**config.mk**
```make
export PLATFORM = sky130hd
export DESIGN_NAME = wb_default_responder
export DESIGN_NICKNAME = d
export VERILOG_FILES = /design/src/rtl/wb_default_responder.sv
export SDC_FILE = /design/constraint.sdc
export NUM_CORES = 1
export LEC_CHECK = 0
export ABC_CLOCK_PERIOD_IN_PS = 6300
export CAP_MARGIN = 15
export CORE_ASPECT_RATIO = 0.5
export CORE_UTILIZATION = 49
export CTS_BUF_LIST = sky130_fd_sc_hd__clkbuf_8
export CTS_CLUSTER_DIAMETER = 50
export DETAILED_ROUTE_END_ITERATION = 6
export HOLD_SLACK_MARGIN = 0.08
export MAX_ROUTING_LAYER = met4
export PLACE_DENSITY = 0.84
export SLEW_MARGIN = 20
export SYNTH_ARGS = -nofsm -noshare
export SYNTH_HDL_FRONTEND = slang
export SYNTH_SLANG_ARGS = --single-unit
```
**constraint.sdc**
```tcl
create_clock -name WBs_CLK_i -period 6.3 [get_ports WBs_CLK_i]
set_clock_uncertainty 0.2 [all_clocks]
set_input_delay 1.26 -clock WBs_CLK_i [delete_from_list [all_inputs] [get_ports WBs_CLK_i]]
set_output_delay 1.26 -clock WBs_CLK_i [all_outputs]
set_load 0.03 [all_outputs]
```
**src/rtl/wb_default_responder.sv**
```systemverilog
// Reserved-register block and default Wishbone terminator: ID/control/status
// registers, a programmable no-acknowledge timeout, fault logging and a maskable IRQ.
module wb_default_responder #(
  parameter int                   ADDRWIDTH       = 10,
  parameter int                   DATAWIDTH       = 32,
  parameter int                   CNTR_WIDTH      = 4,
  parameter int                   DEFAULT_TIMEOUT = 7,
  parameter logic [ADDRWIDTH-1:0] CTRL_ADR        = 10'h07C,
  parameter logic [ADDRWIDTH-1:0] STATUS_ADR      = 10'h07D,
  parameter logic [ADDRWIDTH-1:0] CUST_PROD_ADR   = 10'h07E,
  parameter logic [ADDRWIDTH-1:0] REVISIONS_ADR   = 10'h07F,
  parameter logic [7:0]           CUSTOMER_ID     = 8'h01,
  parameter logic [7:0]           PRODUCT_ID      = 8'h00,
  parameter logic [15:0]          MAJOR_REV       = 16'h0001,
  parameter logic [15:0]          MINOR_REV       = 16'h0000,
  parameter logic [DATAWIDTH-1:0] DEF_REG_VALUE   = 32'hDEFFABAC
) (
  input  logic                 WBs_CLK_i,
  input  logic                 WBs_RST_i,
  input  logic [ADDRWIDTH-1:0] WBs_ADR_i,
  input  logic                 WBs_CYC_Reserved_i,
  input  logic                 WBs_CYC_i,
  input  logic                 WBs_STB_i,
  input  logic                 WBs_WE_i,
  input  logic [DATAWIDTH-1:0] WBs_DAT_i,
  input  logic                 WBs_ACK_i,
  output logic [DATAWIDTH-1:0] WBs_DAT_o,
  output logic                 WBs_ACK_o,
  output logic                 Timeout_Irq_o
);

  typedef enum logic [1:0] {
    ST_IDLE  = 2'd0,
    ST_COUNT = 2'd1,
    ST_DRAIN = 2'd2
  } state_e;

  state_e                 state_q, state_d;
  logic [CNTR_WIDTH-1:0]  cnt_q, cnt_d;
  logic                   ack_q, ack_d;
  logic [CNTR_WIDTH-1:0]  timeout_q, timeout_d;
  logic                   irq_en_q, irq_en_d;
  logic                   fault_q, fault_d;
  logic                   fault_we_q, fault_we_d;
  logic [ADDRWIDTH-1:0]   fault_adr_q, fault_adr_d;
  logic [15:0]            fault_cnt_q, fault_cnt_d;
  logic                   irq_q, irq_d;

  logic                   sel;
  logic                   reg_wr;
  logic                   status_clr;
  logic                   timeout_evt;
  logic                   dflt_ack;
  logic [CNTR_WIDTH-1:0]  load_val;
  logic [DATAWIDTH-1:0]   status_rd;
  logic [DATAWIDTH-1:0]   ctrl_rd;
  logic                   unused_dat;

  assign unused_dat = ^WBs_DAT_i[30:CNTR_WIDTH];

  assign sel        = WBs_CYC_Reserved_i & WBs_STB_i;
  assign reg_wr     = sel & WBs_WE_i & ~ack_q;
  assign status_clr = reg_wr & (WBs_ADR_i == STATUS_ADR) & WBs_DAT_i[31];
  // DRAIN is only ever entered from a timeout, so it doubles as the event strobe
  // aligned with the cycle in which the default ACK is on the bus.
  assign timeout_evt = (state_q == ST_DRAIN);
  assign load_val    = (timeout_q == '0) ? CNTR_WIDTH'(1) : timeout_q;

  always_comb begin
    state_d  = state_q;
    cnt_d    = cnt_q;
    dflt_ack = 1'b0;
    case (state_q)
      ST_IDLE: begin
        cnt_d = load_val;
        if (WBs_CYC_i && WBs_STB_i && !WBs_CYC_Reserved_i) state_d = ST_COUNT;
      end
      ST_COUNT: begin
        cnt_d = cnt_q - CNTR_WIDTH'(1);
        if (WBs_ACK_i) begin
          state_d = ST_IDLE;
        end else if (cnt_q == CNTR_WIDTH'(1)) begin
          dflt_ack = 1'b1;
          state_d  = ST_DRAIN;
        end
      end
      ST_DRAIN: state_d = ST_IDLE;
      default:  state_d = ST_IDLE;
    endcase
  end

  assign ack_d = (sel & ~ack_q) | dflt_ack;

  always_comb begin
    timeout_d   = timeout_q;
    irq_en_d    = irq_en_q;
    fault_d     = fault_q;
    fault_we_d  = fault_we_q;
    fault_adr_d = fault_adr_q;
    fault_cnt_d = fault_cnt_q;
    if (reg_wr && (WBs_ADR_i == CTRL_ADR)) begin
      timeout_d = WBs_DAT_i[CNTR_WIDTH-1:0];
      irq_en_d  = WBs_DAT_i[31];
    end
    // A fault arriving in the same cycle as a clear is logged as the first one.
    if (timeout_evt) begin
      if (status_clr) begin
        fault_cnt_d = 16'd1;
        fault_d     = 1'b1;
        fault_adr_d = WBs_ADR_i;
        fault_we_d  = WBs_WE_i;
      end else begin
        if (fault_cnt_q != 16'hFFFF) fault_cnt_d = fault_cnt_q + 16'd1;
        if (!fault_q) begin
          fault_d     = 1'b1;
          fault_adr_d = WBs_ADR_i;
          fault_we_d  = WBs_WE_i;
        end
      end
    end else if (status_clr) begin
      fault_cnt_d = '0;
      fault_d     = 1'b0;
      fault_adr_d = '0;
      fault_we_d  = 1'b0;
    end
    irq_d = fault_q & irq_en_q;
  end

  always_ff @(posedge WBs_CLK_i) begin
    if (WBs_RST_i) begin
      state_q     <= ST_IDLE;
      cnt_q       <= '0;
      ack_q       <= 1'b0;
      timeout_q   <= CNTR_WIDTH'(DEFAULT_TIMEOUT);
      irq_en_q    <= 1'b0;
      fault_q     <= 1'b0;
      fault_we_q  <= 1'b0;
      fault_adr_q <= '0;
      fault_cnt_q <= '0;
      irq_q       <= 1'b0;
    end else begin
      state_q     <= state_d;
      cnt_q       <= cnt_d;
      ack_q       <= ack_d;
      timeout_q   <= timeout_d;
      irq_en_q    <= irq_en_d;
      fault_q     <= fault_d;
      fault_we_q  <= fault_we_d;
      fault_adr_q <= fault_adr_d;
      fault_cnt_q <= fault_cnt_d;
      irq_q       <= irq_d;
    end
  end

  always_comb begin
    status_rd                     = '0;
    status_rd[15:0]               = fault_cnt_q;
    status_rd[16 +: ADDRWIDTH]    = fault_adr_q;
    status_rd[30]                 = fault_we_q;
    status_rd[31]                 = fault_q;
    ctrl_rd                       = '0;
    ctrl_rd[CNTR_WIDTH-1:0]       = timeout_q;
    ctrl_rd[31]                   = irq_en_q;
    WBs_DAT_o                     = DEF_REG_VALUE;
    if (WBs_CYC_Reserved_i) begin
      case (WBs_ADR_i)
        CTRL_ADR:      WBs_DAT_o = ctrl_rd;
        STATUS_ADR:    WBs_DAT_o = status_rd;
        CUST_PROD_ADR: WBs_DAT_o = {16'h0000, CUSTOMER_ID, PRODUCT_ID};
        REVISIONS_ADR: WBs_DAT_o = {MAJOR_REV, MINOR_REV};
        default:       WBs_DAT_o = DEF_REG_VALUE;
      endcase
    end
  end

  assign WBs_ACK_o     = ack_q;
  assign Timeout_Irq_o = irq_q;

endmodule

```
## After elaboration in Yosys (flattened, before gate mapping)

Cells that the tools add are included.

- Flip-flop bits (word level): 41
- Logic and storage cells: 68
- Output and inout bits: 34
- Input port bits: 49

- Reduce and logical (&&, ||, !) cells: 12
- Mux-type cells: 24
- Eq/ne operators: 11
- Bitwise logic cells: 9
- $add $sub $neg: 2

Operators with widths:

| kind | count |
|---|---|
| $pmux 32 s4 | 1 |
| $mux 16 | 4 |
| $eq 10x7->1 const B | 4 |
| $mux 10 | 4 |
| $mux 32 | 1 |
| $add 16x1->16 const B | 1 |
| $ne 16x16->1 const B | 1 |
| $mux 1 | 8 |
| $pmux 4 s2 | 1 |
| $and 1x1->1 | 7 |
| $mux 2 | 3 |
| $reduce_and 2->1 | 3 |
| $reduce_bool 2->1 | 3 |
| $eq 4x1->1 const B | 1 |
| $logic_not 4->1 | 1 |
| $mux 4 | 1 |
| $pmux 2 s2 | 1 |
| $sub 4x1->4 const B | 1 |
| $logic_and 1x1->1 | 3 |
| $ne 3x3->1 const B | 1 |
| $eq 2x1->1 const B | 1 |
| $eq 2x2->1 const B | 1 |
| $logic_not 2->1 | 1 |
| $ne 2x1->1 const B | 1 |
| 4 further kinds | 4 |

## Logic depth before layout (Yosys ltp)

- Word-level depth: 7
- Depth in mapped cells: 6
- Gate-level depth less buffers: 6

## Worst setup path after synthesis

No wires, ideal clock.

- Path type: input to output
- From: input WBs_ADR_i[8]
- To: output WBs_DAT_o[0]
- Path slack: 2021 ps
- Buffers on the path: 1
- Data arrival time: 2819 ps
- Stages on the path: 5
- Required time: 4840 ps
- Path through: nor4bb_1 and3_1 clkbuf_1 inv_2 nor3_1

- Longest elaborated chain between the ends: 3

Ends and longest elaborated chain:

| element | RTL line | RTL |
|---|---|---|
| start, declared | 20 | `input logic [ADDRWIDTH-1:0] WBs_ADR_i,` |
| $eq 10x7->1 | 166 | `case (WBs_ADR_i)` |
| $pmux 32 s4 (*) | 166 |  |
| $mux 32 (*) | 165 | `if (WBs_CYC_Reserved_i) begin` |
| end, declared | 27 | `output logic [DATAWIDTH-1:0] WBs_DAT_o,` |

Mark *: on every way between the ends. The rest lies on a longest branch, timed or not.

## Worst setup path in the final report

- From: input WBs_ADR_i[6]
- To: output WBs_DAT_o[24]

Same word-level chain as after synthesis.

==> metrics.md <==
| Metric | Value |
|---|---|
| Largest net degree at the start of global routing | `22` |
| Global-route wire length before repair | `8830 um` |
| Number of vias per cell | `6.04` |
| GRT Overall Usage | `0.249` |
| Slew @ Worst Pin | `738 ps` |
| Status | `completed` |
| Antenna violations before repair | `0` |
| Gpl congestion | `0.856` |
| Cts bufs inserted | `5` |
| Area grow syn2layout | `29.5%` |
| Share of layout cells above drive strength 1 | `0.0581` |
| CP Max Fanout | `21` |
| Post-cts hold buffer count | `0` |
| WL per Instance | `14.9 um` |
| Width of the die | `96.2 um` |
| Nets@finish | `362` |
| Starting Density | `0.535` |
| Fin. max-slew vios | `0` |
| Predominant post-synthesis flop cell | `dfxtp_1` |
| Synthesized flop and latch total | `41` |
| Synth Cell Area | `2170 um2` |
| Crit path DAT | `3630 ps` |
| I/O Buffers | `54` |
| Setup_tns | `0 ps` |
| CP Capture Type | `output pin` |
| HPWL after detailed placement | `3990 um` |
| Vias | `2,198` |
| Vias in the first global route | `1,953` |
| Average size of a mapped cell | `8.24 um2` |
| Commonest cells after routing, fill and taps aside | `clkdlybuf4s50_1 (54), nand2_1 (44), dfxtp_1 (41)` |
| Peak Freq | `197 MHz` |
| Slew Limit Headroom | `0.506` |
| Worst r2r path cells | `5` |
| Setup Crit Path Kind | `in -> out` |
| Sequential fraction of the synthesis area | `0.377` |
| Max_cap viols | `0` |
| Async SR Flop Fraction | `0` |
| Residual overflow from global routing | `0` |
| Tot Pwr | `476 uW` |
| Reg clk slew, reported paths | `80 ps` |
| Post-CTS Setup Inserts | `0` |
| N_diodes | `0` |
| Final Hold Viols | `0` |
| Die H | `49.1 um` |
| Most common cell after layout, fill and taps aside | `clkdlybuf4s50_1` |
| Routed Antenna Nets | `0` |
| Fin crit share | `0.807` |
| # DRC | `0` |
| EDFF count, synth | `0` |
| Critical Path RT | `4840 ps` |
| Core ar. | `4060 um2` |
| P per Cell Area | `169 nW/um2` |
| DRT Pass-1 Iters | `4` |
| Row count | `16` |
| Clk Latency, worst-skew pair | `290 ps` |
| Synth warnings | `0` |
| Drt total wl | `5410 um` |
| Root buf cell | `clkbuf_8` |
| I/O pin total | `83` |
| CTS Buffer Depth | `2` |
| CTS H-tree depth | `2` |
| Post-CTS Resized | `0` |
| TritonCTS clock tree | `built` |
| Utilization after layout | `0.693` |
| Worst Hold Depth | `1` |
| Final min period | `5090 ps` |
| Netlist cell types | `47` |
| Startpoint Class | `input port` |
| CTS sink cnt | `41` |
| DRT iter0 DRCs | `148` |
| Worst hold path class | `reg -> reg` |
| VDD IR max | `0.0919 mV` |
| Die ar. | `4720 um2` |
| Leak pwr | `1.04 nW` |
| Setup violators final | `0` |
| Post-Syn Nets | `316` |
| Cells after Synth | `264` |
| RSZ-0062 raised after global routing | `no` |
-- critical path: stages --
cell and delay [ps]:
clkdlybuf4s50_1 510, nor4bb_1 410, and3_1 330, buf_4 270
and3_1 180, clkdlybuf4s50_1 670
-- registers in the layout, summed over array words and instances (netlist names) --
signal         count
fault_cnt_q       16
fault_adr_q       10
cnt_q              4
timeout_q          4
state_q            2
Timeout_Irq_o      1
WBs_ACK_o          1
fault_q            1
fault_we_q         1
irq_en_q           1
-- final timing paths --
path                                 endpoint                         from  slack, ps
setup / recovery                WBs_DAT_o[24]                 WBs_ADR_i[6]       1210
hold / removal    fault_adr_q[0]$_SDFFE_PP0P_  fault_adr_q[0]$_SDFFE_PP0P_        280
setup reg to reg  fault_cnt_q[3]$_SDFFE_PP0P_  fault_cnt_q[0]$_SDFFE_PP0P_       4030
hold reg to reg   fault_adr_q[0]$_SDFFE_PP0P_  fault_adr_q[0]$_SDFFE_PP0P_        280
-- cell families after synthesis --
family,count (synthesis),share of synthesized area
compound gates,58,0.184
buf+inv,24,0.0495
fa+ha+maj,3,0.0173
flops,41,0.377
simple gates,128,0.328
other cells,1,0.00172
mux,9,0.0420
-- synth_stat cells (all sizes together) (2+ instances only) --
cell / n / area (um2)
nor3: 7 / 35.0
clkbuf: 11 / 41.3
a21oi: 19 / 95.1
a22o: 11 / 96.3
nor4: 2 / 18.8
nor2b: 5 / 31.3
nand4b: 2 / 17.5
or4: 9 / 75.1
or3: 7 / 43.8
dfxtp: 41 / 821
nand2: 44 / 165
and3: 10 / 62.6
nand3b: 3 / 22.5
o31ai: 7 / 52.6
inv: 6 / 22.5
a221o: 3 / 30.0
nand3: 5 / 25.0
nor2: 13 / 48.8
nand2b: 2 / 12.5
o21ai: 9 / 45.0
nand4: 10 / 68.8
a211oi: 3 / 27.5
nor4bb: 2 / 20.0
and4b: 3 / 30.0
mux2i: 8 / 80.1
ha: 3 / 37.5
buf: 7 / 43.8
-- layout make-up --
class                           count  area, um2
Clock inverter                      1       3.75
Timing Repair Buffer               57        563
Clock buffer                        6       82.6
Multi-Input combinational cell    199       1250
Fill cell                         321       1250
Inverter                            6       22.5
Tap cell                           54       67.6
Sequential cell                    41        821
-- report_power, final --
part	switching [mW]	total [mW]	internal, mW
Clock	0.0874	0.173	0.0854
Sequential	0.00294	0.264	0.261
Combinational	0.0196	0.0393	0.0197
Total	0.110	0.476	0.366
-- routing by layer --
metal / up-vias / wire (um) / track usage
met2: 66 / 2590 / 0.405
met4: 0 / 19 / 0.0547
met1: 1064 / 2490 / 0.319
met5: - / 0 / -
li1: 1064 / - / -
met3: 4 / 310 / 0.0514
-- stage by stage --
| stage | cells | instance area [um2] | hold WS, ps | setup slack (ps) |
|---|---|---|---|---|
| after floorplan | 264 | 2170 | 234 | 2020 |
| after detailed placement | 357 | 2720 | 257 | 1210 |
| after CTS | 364 | 2810 | 276 | 1210 |
| final | 364 | 2820 | 279 | 1210 |
| after global routing | 364 | 2820 | 294 | 1060 |
| after global placement | 357 | 2720 | 252 | 1210 |
Power figures use the tool's default switching activity.
